`config.mk`:
```
export PLATFORM = sky130hd
export DESIGN_NAME = uart_tx_cfg_flat
export DESIGN_NICKNAME = d
export VERILOG_FILES = /design/src/rtl/uart_tx_cfg_if.sv /design/src/rtl/uart_tx_cfg.sv /design/src/flat_wrapper.sv
export SDC_FILE = /design/constraint.sdc
export NUM_CORES = 1
export LEC_CHECK = 0
export BUFFER_PORTS_ARGS = -buffer_cell sky130_fd_sc_hd__buf_4
export CAP_MARGIN = 10
export CORE_AREA = 2 2 62 64
export CTS_CLUSTER_DIAMETER = 60
export DETAILED_ROUTE_END_ITERATION = 8
export DIE_AREA = 0 0 64 66
export GPL_TIMING_DRIVEN = 0
export PLACE_DENSITY = 0.71
export SYNTH_ARGS = -nofsm -noshare
export SYNTH_HDL_FRONTEND = slang
export SYNTH_SLANG_ARGS = --single-unit
```
`constraint.sdc`:
```
create_clock -name i_Clock -period 2.7 [get_ports i_Clock]
set_input_delay 0.27 -clock i_Clock [delete_from_list [all_inputs] [get_ports i_Clock]]
set_output_delay 0.27 -clock i_Clock [all_outputs]
set_load 0.005 [all_outputs]
```
`src/rtl/uart_tx_cfg_if.sv`:
```
// Frame request handshake between a byte source and uart_tx_cfg: payload, line
// configuration and the valid/ready pair.
interface uart_tx_cfg_if #(
   parameter int unsigned DATA_W = 8
);
   logic              i_TX_DV;
   logic [DATA_W-1:0] i_TX_Byte;
   logic [1:0]        i_Cfg_Len;
   logic [1:0]        i_Cfg_Par;
   logic              i_Cfg_Stop;
   logic              o_TX_Ready;

   modport master (
      output i_TX_DV, i_TX_Byte, i_Cfg_Len, i_Cfg_Par, i_Cfg_Stop,
      input  o_TX_Ready
   );

   modport slave (
      input  i_TX_DV, i_TX_Byte, i_Cfg_Len, i_Cfg_Par, i_Cfg_Stop,
      output o_TX_Ready
   );
endinterface

```
`src/rtl/uart_tx_cfg.sv`:
```
// Runtime-configurable UART transmitter: 5-8 data bits, none/odd/even parity, 1 or 2 stop bits.
// Optional line-break generation is compiled in when UART_TX_BREAK_EN is defined.
module uart_tx_cfg #(
   parameter int unsigned CLK_FREQ  = 25000000,
   parameter int unsigned BAUD_RATE = 115200,
   parameter int unsigned DATA_W    = 8
) (
   input  logic          i_Clock,
   input  logic          i_Rst_L,
`ifdef UART_TX_BREAK_EN
   input  logic          i_Break,
`endif
   uart_tx_cfg_if.slave  tx_if,
   output logic          o_TX_Active,
   output logic          o_TX_Serial,
   output logic          o_TX_Done
);
   localparam int unsigned CLKS_PER_BIT = CLK_FREQ / BAUD_RATE;
   localparam int unsigned CNT_W        = $clog2(CLKS_PER_BIT) + 1;
   localparam int unsigned IDX_W        = $clog2(DATA_W);
   localparam logic [CNT_W-1:0] CNT_LAST = CNT_W'(CLKS_PER_BIT - 1);

   typedef enum logic [2:0] {
      S_IDLE   = 3'd0,
      S_START  = 3'd1,
      S_DATA   = 3'd2,
      S_PARITY = 3'd3,
      S_STOP   = 3'd4
`ifdef UART_TX_BREAK_EN
      ,
      S_BREAK  = 3'd5,
      S_MARK   = 3'd6
`endif
   } state_t;

   state_t              state_q, state_d;
   logic [CNT_W-1:0]    bit_cnt_q, bit_cnt_d;
   logic [IDX_W-1:0]    bit_idx_q, bit_idx_d;
   logic                stop2_q, stop2_d;
   logic [DATA_W-1:0]   byte_q, byte_d;
   logic [1:0]          len_q, len_d;
   logic [1:0]          par_q, par_d;
   logic                stop_q, stop_d;
   logic                serial_q, serial_d;
   logic                ready_q, ready_d;
   logic                active_q, active_d;
   logic                done_q, done_d;

   logic                bit_tick;
   logic [CNT_W-1:0]    cnt_inc;
   logic [IDX_W-1:0]    next_idx;
   logic [IDX_W-1:0]    last_idx;
   logic [DATA_W-1:0]   data_mask;
   logic                par_en;
   logic                par_bit;

   assign bit_tick  = (bit_cnt_q == CNT_LAST);
   assign cnt_inc   = CNT_W'(bit_cnt_q + 1'b1);
   assign next_idx  = IDX_W'(bit_idx_q + 1'b1);
   assign last_idx  = IDX_W'(4) + IDX_W'(len_q);
   // Only the bits actually sent feed the parity.
   assign data_mask = {DATA_W{1'b1}} >> (IDX_W'(DATA_W - 1) - last_idx);
   assign par_en    = (par_q == 2'b01) || (par_q == 2'b10);
   assign par_bit   = (^(byte_q & data_mask)) ^ (par_q == 2'b01);

   // State and registered outputs
   always_ff @(posedge i_Clock or negedge i_Rst_L) begin
      if (!i_Rst_L) begin
         state_q   <= S_IDLE;
         bit_cnt_q <= '0;
         bit_idx_q <= '0;
         stop2_q   <= 1'b0;
         byte_q    <= '0;
         len_q     <= '0;
         par_q     <= '0;
         stop_q    <= 1'b0;
         serial_q  <= 1'b1;
         ready_q   <= 1'b1;
         active_q  <= 1'b0;
         done_q    <= 1'b0;
      end else begin
         state_q   <= state_d;
         bit_cnt_q <= bit_cnt_d;
         bit_idx_q <= bit_idx_d;
         stop2_q   <= stop2_d;
         byte_q    <= byte_d;
         len_q     <= len_d;
         par_q     <= par_d;
         stop_q    <= stop_d;
         serial_q  <= serial_d;
         ready_q   <= ready_d;
         active_q  <= active_d;
         done_q    <= done_d;
      end
   end

   // Next state and next output values
   always_comb begin
      state_d   = state_q;
      bit_cnt_d = bit_cnt_q;
      bit_idx_d = bit_idx_q;
      stop2_d   = stop2_q;
      byte_d    = byte_q;
      len_d     = len_q;
      par_d     = par_q;
      stop_d    = stop_q;
      serial_d  = serial_q;
      ready_d   = ready_q;
      active_d  = active_q;
      done_d    = 1'b0;

      case (state_q)
         S_IDLE: begin
            serial_d  = 1'b1;
            ready_d   = 1'b1;
            active_d  = 1'b0;
            bit_cnt_d = '0;
            bit_idx_d = '0;
`ifdef UART_TX_BREAK_EN
            if (i_Break) begin
               serial_d = 1'b0;
               ready_d  = 1'b0;
               active_d = 1'b1;
               state_d  = S_BREAK;
            end else
`endif
            if (tx_if.i_TX_DV) begin
               byte_d   = tx_if.i_TX_Byte;
               len_d    = tx_if.i_Cfg_Len;
               par_d    = tx_if.i_Cfg_Par;
               stop_d   = tx_if.i_Cfg_Stop;
               serial_d = 1'b0;
               ready_d  = 1'b0;
               active_d = 1'b1;
               state_d  = S_START;
            end
         end
         S_START: begin
            bit_cnt_d = cnt_inc;
            if (bit_tick) begin
               bit_cnt_d = '0;
               bit_idx_d = '0;
               serial_d  = byte_q[0];
               state_d   = S_DATA;
            end
         end
         S_DATA: begin
            bit_cnt_d = cnt_inc;
            if (bit_tick) begin
               bit_cnt_d = '0;
               if (bit_idx_q == last_idx) begin
                  if (par_en) begin
                     serial_d = par_bit;
                     state_d  = S_PARITY;
                  end else begin
                     serial_d = 1'b1;
                     stop2_d  = stop_q;
                     state_d  = S_STOP;
                  end
               end else begin
                  bit_idx_d = next_idx;
                  serial_d  = byte_q[next_idx];
               end
            end
         end
         S_PARITY: begin
            bit_cnt_d = cnt_inc;
            if (bit_tick) begin
               bit_cnt_d = '0;
               serial_d  = 1'b1;
               stop2_d   = stop_q;
               state_d   = S_STOP;
            end
         end
         S_STOP: begin
            bit_cnt_d = cnt_inc;
            if (bit_tick) begin
               bit_cnt_d = '0;
               if (stop2_q) begin
                  stop2_d = 1'b0;
               end else begin
                  done_d   = 1'b1;
                  active_d = 1'b0;
                  ready_d  = 1'b1;
                  state_d  = S_IDLE;
               end
            end
         end
`ifdef UART_TX_BREAK_EN
         S_BREAK: begin
            if (!i_Break) begin
               serial_d  = 1'b1;
               bit_cnt_d = '0;
               state_d   = S_MARK;
            end
         end
         // Mark-after-break: one bit time high, then ready without a Done pulse.
         S_MARK: begin
            bit_cnt_d = cnt_inc;
            if (bit_tick) begin
               bit_cnt_d = '0;
               ready_d   = 1'b1;
               active_d  = 1'b0;
               state_d   = S_IDLE;
            end
         end
`endif
         default: begin
            state_d   = S_IDLE;
            bit_cnt_d = '0;
            bit_idx_d = '0;
            stop2_d   = 1'b0;
            serial_d  = 1'b1;
            ready_d   = 1'b1;
            active_d  = 1'b0;
         end
      endcase
   end

   assign tx_if.o_TX_Ready = ready_q;
   assign o_TX_Active      = active_q;
   assign o_TX_Serial      = serial_q;
   assign o_TX_Done        = done_q;
endmodule
```
`src/flat_wrapper.sv`:
```
// flat-port wrapper written by rule: the top's interface ports become plain ports
module uart_tx_cfg_flat 
#(
   parameter int unsigned CLK_FREQ  = 25000000,
   parameter int unsigned BAUD_RATE = 115200,
   parameter int unsigned DATA_W    = 8
)
  (i_Clock, i_Rst_L, o_TX_Active, o_TX_Serial, o_TX_Done, tx_if_i_TX_DV, tx_if_i_TX_Byte, tx_if_i_Cfg_Len, tx_if_i_Cfg_Par, tx_if_i_Cfg_Stop, tx_if_o_TX_Ready);
  uart_tx_cfg_if #(.DATA_W(DATA_W)) tx_if_i ();
  input  logic i_Clock;
  input  logic i_Rst_L;
  output logic o_TX_Active;
  output logic o_TX_Serial;
  output logic o_TX_Done;
  input wire logic [$bits(tx_if_i.i_TX_DV)-1:0] tx_if_i_TX_DV;
  input wire logic [$bits(tx_if_i.i_TX_Byte)-1:0] tx_if_i_TX_Byte;
  input wire logic [$bits(tx_if_i.i_Cfg_Len)-1:0] tx_if_i_Cfg_Len;
  input wire logic [$bits(tx_if_i.i_Cfg_Par)-1:0] tx_if_i_Cfg_Par;
  input wire logic [$bits(tx_if_i.i_Cfg_Stop)-1:0] tx_if_i_Cfg_Stop;
  output wire logic [$bits(tx_if_i.o_TX_Ready)-1:0] tx_if_o_TX_Ready;
  assign tx_if_i.i_TX_DV = tx_if_i_TX_DV;
  assign tx_if_i.i_TX_Byte = tx_if_i_TX_Byte;
  assign tx_if_i.i_Cfg_Len = tx_if_i_Cfg_Len;
  assign tx_if_i.i_Cfg_Par = tx_if_i_Cfg_Par;
  assign tx_if_i.i_Cfg_Stop = tx_if_i_Cfg_Stop;
  assign tx_if_o_TX_Ready = tx_if_i.o_TX_Ready;
  uart_tx_cfg #(.CLK_FREQ(CLK_FREQ), .BAUD_RATE(BAUD_RATE), .DATA_W(DATA_W)) u_core (.i_Clock(i_Clock), .i_Rst_L(i_Rst_L), .tx_if(tx_if_i), .o_TX_Active(o_TX_Active), .o_TX_Serial(o_TX_Serial), .o_TX_Done(o_TX_Done));
endmodule
```
==> summary.txt, run 1 <==
Status
  – Status: finished clean

Power and ir drop
  – Leakage power total: 0.954 nW
  – Cell area power density: approximately 410 mW/mm^2
  – Peak supply drop: 0.276 mV
  – Design Power: between 0.8 and 0.9 mW

Clock tree
  – CTS sink count: 33
  – CTS Buffer Depth: 2
  – Clk pin slew, worst setup/hold paths: 100 ps
  – H-tree depth: 2
  – Cts repair resizes: 0
  – CTS Buf Count: 5
  – Clock Latency Late Sink: 340 ps
  – CTS tree: done
  – CTS root buffer: clkbuf_4

Final layout
  – Most frequent cells in the layout: dfrtp_1, buf_4, nor2_1
  – Commonest non-fill, non-tap cell in the layout: dfrtp_1
  – Fin nets: between 200 and 250
  – # diodes: 0
  – Fin util: 0.569
  – Layout Cells excl Fill: about 240
  – Layout cells sized above 1: 0.261
  – Design area: 0.00202 sq mm
  – Area Growth Syn to Fin: 16.3%

GRT
  – Busiest grt layer: met2
  – GRT met2 Usage: 0.313
  – Total GRT Usage: 0.183
  – Largest net degree at the start of global routing: 34
  – Met3 usage: 0.0528
  – Initial antenna violation count: 0
  – Grt met1 use: 0.214
  – Total grt overflow: 0
  – Vias in the first global route: 1347
  – Global-route wire length before repair: 5.81 mm

Logic synthesis
  – Syn nets: 180
  – Area contributors post-synth: dfrtp_1, mux2_2, xnor2_1
  – FF+latch count, synth: 33
  – Post-synth cell types: 43
  – Post-synth top area share: 0.446
  – Fraction of registers with async set or reset after synthesis: 1.00
  – Post-synth EDFFs: 0
  – Yosys warnings: 0
  – Synth Flop Type: dfrtp_1
  – Mapped Cells: 160
  – Post-Syn Area: between 0.0015 and 0.002 sq mm
  – Post-synthesis sequential area ratio: 0.476
  – Dominant cell type by area after synthesis: dfrtp_1
  – Syn Area/Cell: 10.9 sq um

Placed design
  – Buffers on Ports: 19
  – Final GP Congestion: 0.802
  – Place WS: just over 500 ps
  – Placed instance count: between 200 and 250
  – HPWL Detailed: 2.40 mm
  – Placed cell area: approximately 0.0019 sq mm

Route
  – Iter 0 DRT Violations: 62
  – Antenna viol nets, final: 0
  – DRC viols: 0
  – Final wirelength: 3.20 mm
  – Routed len/inst: about 14 um
  – Vias per std cell: roughly 5.3
  – Drt pass-1 iters: 4
  – Vias: 1255

Critical path
  – Critical path origin: u_core.state_q[0]
  – CP Data Required Time: 2930 ps
  – Worst endpoint data arrival time: roughly 2400 ps
  – Worst Path Max Fanout: 10
  – Crit start category: flop
  – CP Class: reg2reg
  – RR Startpoint: u_core.state_q[0]
  – Element type at the critical path end: flop

Floorplanning
  – Initial Util: 0.490
  – Die height: 66 um
  – Die area: ~0.0042 sq mm
  – Core ar.: 0.00355 sq mm
  – Top Ports: 20
  – Die W: 64 um
  – Std-Cell Rows: 22

Timing
  – Unrepaired setup endpoints after global routing: no
  – Slew HR: 0.722
  – Final Worst Setup Slack: 493 ps
  – Worst-Margin Slew: roughly 410 ps
  – Setup TNS: 0 ps
  – Skew final: 10.4 ps
  – Final Hold Viols: 0
  – WHS: 136 ps
  – Min Tclk post-route: roughly 2200 ps
  – Max Clk Rate: 453 MHz
  – Max-slew violation count: 0
  – Count of final setup violators: 0
  – Period utilization: 0.818

Job
  – Max-Cap Viols: 0

Worst hold path
  – Worst hold path type: in2reg
  – Worst Min Path Start: tx_if_i_Cfg_Par[1]
layer usage:
layer,up-vias,part of all wire
li1,615,-
met1,622,0.43
met2,13,0.52
met3,5,0.032
met4,0,0.016
met5,-,0
area by class of cell:
type / count / area, sq um
Fill cell: 320 / 1530
Clock buffer: 7 / 65.1
Buffer: 5 / 27.5
Multi-Input combinational cell: 115 / 857
Inverter: 7 / 26.3
Timing Repair Buffer: 20 / 153
Sequential cell: 33 / 828
Clock inverter: 1 / 5.00
Tap cell: 48 / 60.1
registers in the layout, summed over array words and instances, names as in the netlist:
register / cells
u_core.bit_cnt_q: 9
u_core.bit_idx_q: 3
u_core.byte_q: 8
u_core.len_q: 2
u_core.o_TX_Active: 1
u_core.o_TX_Done: 1
u_core.o_TX_Serial: 1
u_core.par_q: 2
u_core.state_q: 3
u_core.stop2_q: 1
u_core.stop_q: 1
u_core.tx_if.o_TX_Ready: 1
final timing paths:
check                                           end  depth (start not counted)  slack [ps]
worst max-delay path               u_core.byte_q[7]                          6         490
worst min-delay path                u_core.par_q[1]                          3         140
worst max register to register     u_core.byte_q[7]                          6         490
worst min register to register     u_core.o_TX_Done                          1         480
max in group asynchronous        u_core.o_TX_Serial                          2        1960
min in group asynchronous       u_core.bit_idx_q[0]                          2         390
synthesized netlist by cell type, types with 2 or more instances:
cell type / n
dfrtp_1: 31
nor2_1: 18
mux2_2: 12
nand2_1: 10
xnor2_1: 10
inv_1: 7
o21ai_0: 7
nand3_1: 5
xor2_1: 5
a21oi_1: 4
ha_1: 4
nor3_1: 4
clkbuf_1: 3
o21a_1: 3
o22ai_1: 3
dfstp_2: 2
mux2i_1: 2
mux4_2: 2
nand2b_1: 2
nor2b_1: 2
o31ai_1: 2
power by group:
group	switching [mW]	leakage, nW	internal (mW)
Sequential	0	0.424	0.494
Clock	0.162	0.0413	0.151
Combinational	0.0125	0.489	0.0146
Total	0.174	0.954	0.659
cells by family after synthesis:
| logic type | after synthesis | synth area share |
|---|---|---|
| and+or+nand+nor | 49 | 0.147 |
| DFF | 33 | 0.476 |
| AOI/OAI and AO/OA | 30 | 0.114 |
| xor gates and xnor gates | 16 | 0.0885 |
| muxes | 16 | 0.115 |
| buffers and inverters | 12 | 0.0309 |
| adders and majority gates | 4 | 0.0288 |
worst max-delay path, stage by stage, from the launching register on:
cell and delay, ps:
dfrtp_1 370, clkbuf_1 200, nor2_1 340, nand2_1 170, nor2_1 350, buf_2 320
mux2_2 360
what timing repair did:
item	4_1_cts	5_1_grt
setup buffers	0	0
endpoints found under the hold margin	31	0
hold buffers	1	0
Note: power is estimated with default switching activity, not from simulation.
==> run 2: changes to the inputs <==
Settings changed: PLACE_DENSITY 0.71 to 0.74.
Clock period 2.7 ns to 2 ns, I/O delays scaled along.
==> summary.txt, run 2 (synthesized netlist as in run 1, its figures left out) <==
Status
  – Status: finished clean

Route
  – Iter 0 DRT Violations: 41 (-34%)
  – Drt pass-1 iters: 4 (unchanged)
  – Final wirelength: 3.25 mm (+1.4%)
  – Antenna viol nets, final: 0 (unchanged)
  – Vias per std cell: 5.28 (-0.64%)
  – DRC viols: 0 (unchanged)
  – Routed len/inst: 13.8 um (+1.4%)
  – Vias: 1247 (-0.64%)

Critical path
  – Crit start category: flop
  – CP Class: reg2reg
  – Cell family with most CP delay: compound AO/OA/AOI/OAI gates
  – Worst endpoint data arrival time: 2170 ps (-260 ps)
  – Slowest stage delay, CP: 590 ps (+220 ps)
  – CP cell instances: or4b_4, a311oi_2, o221ai_2, o21bai_1, a21o_1
  – Worst Path Max Fanout: 4 (-6)
  – Worst path slowest cell: or4b_4
  – Worst path bufs/invs: 0 (-2)
  – Element type at the critical path end: flop
  – CP Data Required Time: 2240 ps (-690 ps)

Floorplanning
  – Top Ports: 20 (unchanged)
  – Core ar.: 0.00355 sq mm (unchanged)
  – Die area: 0.00422 sq mm (unchanged)
  – Std-Cell Rows: 22 (unchanged)
  – Die W: 64 um (unchanged)
  – Initial Util: 0.490 (unchanged)
  – Die height: 66 um (unchanged)

Timing
  – Count of final setup violators: 0 (unchanged)
  – WHS: 83.9 ps (-52.4 ps)
  – Final Hold Viols: 0 (unchanged)
  – Final Worst Setup Slack: 62.8 ps (-430 ps)
  – Slew HR: 0.686 (-0.0363)
  – Unrepaired setup endpoints after global routing: yes
  – Period utilization: 0.969 (+0.151)
  – Min Tclk post-route: 1940 ps (-270 ps)
  – Max Clk Rate: 516 MHz (+14%)
  – Max-slew violation count: 0 (unchanged)
  – Worst-Margin Slew: 471 ps (+59.7 ps)
  – Skew final: 9.03 ps (-1.36 ps)

Worst hold path
  – Worst hold path type: in2reg

GRT
  – Largest net degree at the start of global routing: 34 (unchanged)
  – Total GRT Usage: 0.177 (-0.00584)
  – Total grt overflow: 0 (unchanged)
  – Initial antenna violation count: 0 (unchanged)
  – Vias in the first global route: 1318 (-2.2%)
  – Global-route wire length before repair: 5.77 mm (-0.71%)

Placed design
  – Final GP Congestion: 0.807 (+0.62%)
  – Buffers on Ports: 19 (unchanged)
  – Placed cell area: 0.00194 sq mm (unchanged)
  – Place WS: -366 ps (-871 ps)
  – HPWL Detailed: 2.37 mm (-1.2%)

Clock tree
  – CTS tree: done
  – Clock Latency Late Sink: 340 ps (about the same)
  – H-tree depth: 2 (unchanged)
  – CTS Buf Count: 5 (unchanged)
  – CTS Buffer Depth: 2 (unchanged)
  – Clk pin slew, worst setup/hold paths: 100 ps (about the same)
  – CTS sink count: 33 (unchanged)
  – CTS root buffer: clkbuf_4

Final layout
  – Register area: 828 sq um (unchanged)
  – Fill cells: 318 (-0.63%)
  – Multi-input gate area: 890 sq um (+3.8%)
  – Design area: 0.00208 sq mm (+2.7%)
  – Biggest register: u_core.bit_cnt_q
  – # diodes: 0 (unchanged)
  – Commonest non-fill, non-tap cell in the layout: dfrtp_1
  – Fin nets: 207 (unchanged)
  – Largest register FFs: 9 (unchanged)
  – Largest regs: u_core.bit_cnt_q: 9 flops, u_core.byte_q: 8 flops
  – Fin util: 0.585 (+0.0152)
  – Most frequent cells in the layout: dfrtp_1, buf_4, nor2_1
  – Layout cells sized above 1: 0.287 (+0.0266)
  – Area Growth Syn to Fin: 19.4%

Power and ir drop
  – Cell area power density: 590 mW/mm^2 (+43%)
  – Design Power: 1.23 mW (+47%)
  – Leakage power total: 0.963 nW (+0.95%)
  – Peak supply drop: 0.382 mV (+38%)

Job
  – Max-Cap Viols: 0 (unchanged)
==> run 2: report_power, final <==
| group | switching [mW] | total, mW | internal (mW) |
|---|---|---|---|
| logic | 0.0159 | 0.0356 | 0.0197 |
| registers | 0 | 0.667 | 0.667 |
| clock network | 0.224 | 0.523 | 0.298 |
==> run 2: per-stage QoR <==
| step | TNS (ps) | std cells |
|---|---|---|
| final | 0 | 236 |
| after global routing | 0 | 236 |
| after CTS | 0 | 236 |
| after detailed placement | -3150 | 227 |
| after global placement | -2250 | 227 |
| after floorplan | 0 | 160 |
==> run 2: what timing repair did <==
action | CTS | global route
hold endpoints to repair | 31 | 0
hold buffers | 1 | 0
pin swaps | 0 | 1
endpoints found under the setup margin | 13 | 11
resized for setup | 4 | 5
buffers inserted | 0 | 1
==> run 2: path summary, 6_finish.rpt <==
kind / start / endpoint / slack (ps) / cells past startpoint
max in group asynchronous: i_Rst_L / u_core.o_TX_Serial / 1350 / 2
max: u_core.bit_cnt_q[2] / u_core.bit_idx_q[2] / 60 / 5
min: tx_if_i_Cfg_Stop / u_core.stop_q / 80 / 2
min in group asynchronous: i_Rst_L / u_core.state_q[0] / 320 / 2
min reg2reg: u_core.stop2_q / u_core.o_TX_Done / 490 / 1
max reg2reg: u_core.bit_cnt_q[2] / u_core.bit_idx_q[2] / 60 / 5
==> run 2: area by class of cell <==
class,instances,area share
flip-flops and latches,33,0.399
inverters,7,0.0127
well taps,48,0.0289
clock buffers,7,0.0265
clock inverters,1,0.0145
repair buffers,21,0.0772
multi-input cells,115,0.429
plain buffers,4,0.0127
==> run 2: worst register-to-register path, stage by stage, from the launching register on <==
cell and delay (ps):
dfrtp_1 430, or4b_4 590, a311oi_2 290, o221ai_2 170
o21bai_1 180, a21o_1 180
==> run 2: per-layer routing <==
layer,track usage,part of all wire
met1,0.213,0.46
met2,0.302,0.49
met3,0.0596,0.037
met4,0.0516,0.012
met5,0,0
